<file path="src/rtl/inst_rom_arbiter.sv">
// Two-requester arbiter in front of a single combinational instruction ROM.
// Fetch (if_*) and data/debug (dm_*) sides share the ROM through a round-robin
// grant; each granted access completes in WAIT_CYCLES+2 cycles, and an illegal
// address is answered with an error response without touching the ROM.
module inst_rom_arbiter #(
  parameter int unsigned ADDR_W      = 32,
  parameter int unsigned DATA_W      = 32,
  parameter int unsigned MEM_LOG2    = 17,
  parameter int unsigned WAIT_CYCLES = 0
) (
  input  logic              clk,
  input  logic              rst,
  // fetch side
  input  logic              if_req,
  input  logic [ADDR_W-1:0] if_addr,
  output logic              if_gnt,
  output logic              if_rvalid,
  output logic              if_err,
  output logic [DATA_W-1:0] if_rdata,
  output logic              if_stall,
  // data/debug side
  input  logic              dm_req,
  input  logic [ADDR_W-1:0] dm_addr,
  output logic              dm_gnt,
  output logic              dm_rvalid,
  output logic              dm_err,
  output logic [DATA_W-1:0] dm_rdata,
  // ROM
  output logic              rom_ce,
  output logic [ADDR_W-1:0] rom_addr,
  input  logic [DATA_W-1:0] rom_inst
);

  // Bits at or above MEM_LOG2+2 must be zero; all-zero mask when the ROM
  // spans the full address space.
  localparam logic [ADDR_W-1:0] InRangeMask =
    (ADDR_W'(1) << (MEM_LOG2 + 2)) - ADDR_W'(1);
  localparam logic [ADDR_W-1:0] HighMask = ~InRangeMask;

  typedef enum logic [1:0] {StIdle, StAccess, StDone} state_e;

  state_e            state_q;
  logic [2:0]        cnt_q;
  logic              last_dm_q;  // 1: dm was granted most recently
  logic              win_dm_q;   // owner of the current transaction
  logic [ADDR_W-1:0] addr_q;
  logic [DATA_W-1:0] if_rdata_q, dm_rdata_q;
  logic              if_err_q, dm_err_q;

  logic              grant_if, grant_dm;
  logic [ADDR_W-1:0] sel_addr;
  logic              sel_illegal;

  // Round-robin arbitration, open only outside ACCESS and out of reset.
  always_comb begin
    grant_if = 1'b0;
    grant_dm = 1'b0;
    if (rst && (state_q != StAccess)) begin
      if (if_req && dm_req) begin
        grant_if = last_dm_q;
        grant_dm = !last_dm_q;
      end else begin
        grant_if = if_req;
        grant_dm = dm_req;
      end
    end
    sel_addr    = grant_dm ? dm_addr : if_addr;
    sel_illegal = (sel_addr[1:0] != 2'b00) || ((sel_addr & HighMask) != '0);
  end

  // Transaction FSM: grant, ROM access with wait countdown, response.
  always_ff @(posedge clk) begin
    if (!rst) begin
      state_q    <= StIdle;
      cnt_q      <= 3'd0;
      last_dm_q  <= 1'b1;
      win_dm_q   <= 1'b0;
      addr_q     <= '0;
      if_rdata_q <= '0;
      dm_rdata_q <= '0;
      if_err_q   <= 1'b0;
      dm_err_q   <= 1'b0;
    end else if (grant_if || grant_dm) begin
      last_dm_q <= grant_dm;
      win_dm_q  <= grant_dm;
      addr_q    <= sel_addr;
      if (sel_illegal) begin
        state_q <= StDone;
        if (grant_dm) begin
          dm_rdata_q <= '0;
          dm_err_q   <= 1'b1;
        end else begin
          if_rdata_q <= '0;
          if_err_q   <= 1'b1;
        end
      end else begin
        state_q <= StAccess;
        cnt_q   <= 3'(WAIT_CYCLES);
      end
    end else begin
      case (state_q)
        StAccess: begin
          if (cnt_q != 3'd0) begin
            cnt_q <= cnt_q - 3'd1;
          end else begin
            state_q <= StDone;
            if (win_dm_q) begin
              dm_rdata_q <= rom_inst;
              dm_err_q   <= 1'b0;
            end else begin
              if_rdata_q <= rom_inst;
              if_err_q   <= 1'b0;
            end
          end
        end
        default: state_q <= StIdle;
      endcase
    end
  end

  // Output decode from registered state; gated so nothing leaks during reset.
  always_comb begin
    if_gnt    = grant_if;
    dm_gnt    = grant_dm;
    if_rvalid = rst && (state_q == StDone) && !win_dm_q;
    dm_rvalid = rst && (state_q == StDone) && win_dm_q;
    rom_ce    = rst && (state_q == StAccess);
    rom_addr  = rom_ce ? addr_q : '0;
    // A request being granted this cycle still counts as stalled.
    if_stall  = rst && (if_req || ((state_q == StAccess) && !win_dm_q));
    if_rdata  = if_rdata_q;
    if_err    = if_err_q;
    dm_rdata  = dm_rdata_q;
    dm_err    = dm_err_q;
  end

endmodule

</file>
<file path="config.mk">
export PLATFORM = sky130hd
export DESIGN_NAME = inst_rom_arbiter
export DESIGN_NICKNAME = d
export VERILOG_FILES = /design/src/rtl/inst_rom_arbiter.sv
export SDC_FILE = /design/constraint.sdc
export NUM_CORES = 1
export LEC_CHECK = 0
export ABC_AREA = 1
export BUFFER_PORTS_ARGS = -buffer_cell sky130_fd_sc_hd__buf_2
export CORE_ASPECT_RATIO = 0.75
export CORE_MARGIN = 3
export CORE_UTILIZATION = 55
export CTS_BUF_LIST = sky130_fd_sc_hd__clkbuf_4
export DETAILED_ROUTE_END_ITERATION = 10
export GPL_TIMING_DRIVEN = 0
export MAX_ROUTING_LAYER = met4
export PLACE_DENSITY = 0.95
export SYNTH_ARGS = -nofsm -noshare
export SYNTH_HDL_FRONTEND = slang
export SYNTH_SLANG_ARGS = --single-unit
</file>
<file path="constraint.sdc">
create_clock -name clk -period 5.8 [get_ports clk]
set_input_delay 0.29 -clock clk [delete_from_list [all_inputs] [get_ports clk]]
set_output_delay 0.29 -clock clk [all_outputs]
set_load 0.02 [all_outputs]
</file>
==> flow_metrics.py <==
metrics = {
    "worst_setup_path": {
        "cp.required_ns": 5.51,
        "crit_fanout": 10,
        "arrival_ns": 2.52,
        "criticalPathCategory": "flop to primary output",
        "critPathLaunchType": "flop",
        "cp-end-kind": "primary output",
    },
    "clocking": {
        "path_clk_slew_ns": 0.15,
        "ctsResizeCount": 0,
        "cts_tree": "done",
        "cts-root-buf": "clkbuf_4",
        "cts_buffer_depth": 2,
        "clk_latency_ns": 0.45,
        "cts_sinks": 105,
        "ctsHtreeMaxLevel": 3,
        "cts-buffers-inserted": 9,
        "hold_buffers": 0,
        "cts_setup_buffers": 0,
    },
    "logic_synthesis": {
        "ys_seq_area_share_pct": 39.9,
        "synth_edf_count": 0,
        "synth_nets": 964,
        "synth_ff_type": "dfxtp_1",
        "yosysWarnings": 0,
        "ys_types": 26,
        "ys_seq_elements": 105,
        "ys_async_sr_fraction_pct": 0,
        "synth_area_per_cell_um2": 6.11,
        "syn_area_um2": 5270,
        "syn-instance-count": 862,
    },
    "floorplanning": {
        "rows": 30,
        "die_h_um": 90.8,
        "die-area_um2": 10800,
        "coreArea_um2": 9200,
        "initial_utilization_pct": 57.3,
        "die_width_um": 119,
        "ioPinCount": 204,
    },
    "sta": {
        "setup_violations": 0,
        "hold_viol": 0,
        "worst_hold_slack_ns": 0.168,
        "finClkSkew_ns": 0.0123,
        "fmax_mhz": 356,
        "setup_ws_ns": 2.99,
        "slew_headroom_pct": 59.3,
        "fin_crit_sh_pct": 48.4,
        "rsz0062_at_grt": "no",
        "tns_ns": 0,
        "fin_crit_ns": 2.81,
        "worst_pin_slew_ns": 0.610,
        "maxSlewViolCount": 0,
    },
    "power": {
        "power_density_nw_per_um2": 237,
        "power.leakage_nw": 4.00,
        "ir_drop_mv": 0.162,
    },
    "grt": {
        "grt_use_total_pct": 28.2,
        "grt_pass1_vias": 5303,
        "grt_max_degree": 18,
        "grt_pass1_wl_um": 24200,
        "grt_overflow": 0,
        "antenna_found_initial": 0,
    },
    "routing": {
        "drtIter0Drc": 332,
        "wire_per_inst_um": 12.3,
        "first_pass_iters": 5,
        "vias": 5763,
        "drc_errors": 0,
        "viasPerCell": 4.77,
        "totalWireLength_um": 14900,
        "postRouteAntennaNets": 0,
    },
    "place": {
        "hpwl_um": 11600,
        "dpl_worst_slack_ns": 3.18,
        "portBuffers": 203,
        "gp_congestion": 0.847,
    },
    "finish": {
        "area_delta_synth_final_pct": 25.0,
        "insertedDiodeCount": 0,
        "mostFrequentLayoutCells": "nor2_1 (215), buf_2 (215), nand2_1 (197), inv_1 (181), dfxtp_1 (105)",
        "drive_above_1_share_pct": 22.9,
        "nets": 1178,
    },
    "status": {
        "status": "finished clean",
    },
    "run": {
        "drv_cap": 0,
    },
    "worst_hold_path": {
        "hold_class": "input port to flop",
    },
}
sequential cells by signal, summed over array words and instances (netlist names):
| signal | cells |
|---|---|
| state_q | 2 |
| dm_err | 1 |
| if_rdata | 32 |
| cnt_q | 3 |
| dm_rdata | 32 |
| last_dm_q | 1 |
| win_dm_q | 1 |
| if_err | 1 |
| addr_q | 32 |
final timing paths:
kind	startpoint	to	slack, ns	cells past startpoint
max	state_q[1]	dm_gnt	2.99	7
min	rom_inst[6]	dm_rdata[6]	0.17	5
max reg2reg	state_q[1]	dm_rdata[24]	3.23	12
min reg2reg	dm_err	dm_err	0.48	2
cell usage after synthesis (2+ instances only):
| master | count | area share [%] |
|---|---|---|
| nor2_2 | 4 | 0.47 |
| buf_1 | 13 | 0.93 |
| dfxtp_1 | 105 | 40 |
| a21oi_1 | 13 | 1.2 |
| buf_2 | 12 | 1.1 |
| o21ai_1 | 3 | 0.28 |
| nand3b_1 | 2 | 0.28 |
| nor2_1 | 215 | 15 |
| nand3_2 | 2 | 0.38 |
| o21ai_0 | 31 | 2.9 |
| inv_2 | 2 | 0.14 |
| inv_1 | 181 | 13 |
| buf_6 | 4 | 0.86 |
| o211ai_1 | 20 | 2.9 |
| nand3_1 | 20 | 1.9 |
| nand2_1 | 197 | 14 |
| clkbuf_1 | 16 | 1.1 |
| ha_1 | 2 | 0.47 |
| nand4_1 | 13 | 1.5 |
area by class of cell:
type | instances | area [µm²]
Buffer | 46 | 221
Fill cell | 839 | 2610
Multi-Input combinational cell | 527 | 2250
Clock buffer | 9 | 67.6
Clock inverter | 7 | 71.3
Inverter | 184 | 691
Timing Repair Buffer | 203 | 1020
Tap cell | 128 | 160
Sequential cell | 105 | 2100
stage by stage:
stage | utilization (%) | total power [mW] | cells | cell area, µm²
final | 71.6 | 1.56 | 1209 | 6580
after floorplan | - | 1.07 | 862 | 5270
after CTS | 71.6 | 1.57 | 1209 | 6580
after global routing | 71.6 | 1.65 | 1209 | 6580
after global placement | 70.1 | 1.19 | 1193 | 6440
after detailed placement | 70.1 | 1.20 | 1193 | 6440
critical path, stage by stage, from the launching register on:
cell	delay, ns
dfxtp_1	0.38
inv_1	0.08
a21oi_4	0.25
nand2_2	0.21
inv_1	0.14
clkbuf_1	0.36
buf_1	0.40
buf_2	0.25
metal layers:
layer / vias up / routed length (µm) / global-route usage, % / share of wire [%]
met3: 25 / 1220 / 6.20 / 8.2
met1: 2550 / 6660 / 36.5 / 45
li1: 2947 / - / - / -
met4: 0 / 265 / 7.81 / 1.8
met2: 241 / 6760 / 44.6 / 45
met5: - / 0 / - / 0
cell families after synthesis:
logic type / after synthesis / share of synthesized area [%]
fa+ha+maj: 2 / 0.475
simple gates: 456 / 34.5
buf+inv: 230 / 17.3
compound gates: 69 / 7.79
flops: 105 / 39.9
power breakdown:
group	switching, mW	internal [mW]
clock	0.243	0.131
combinational	0.244	0.131
sequential	0.0284	0.781
total	0.515	1.04
No activity file was read; power rests on OpenSTA's default activity.
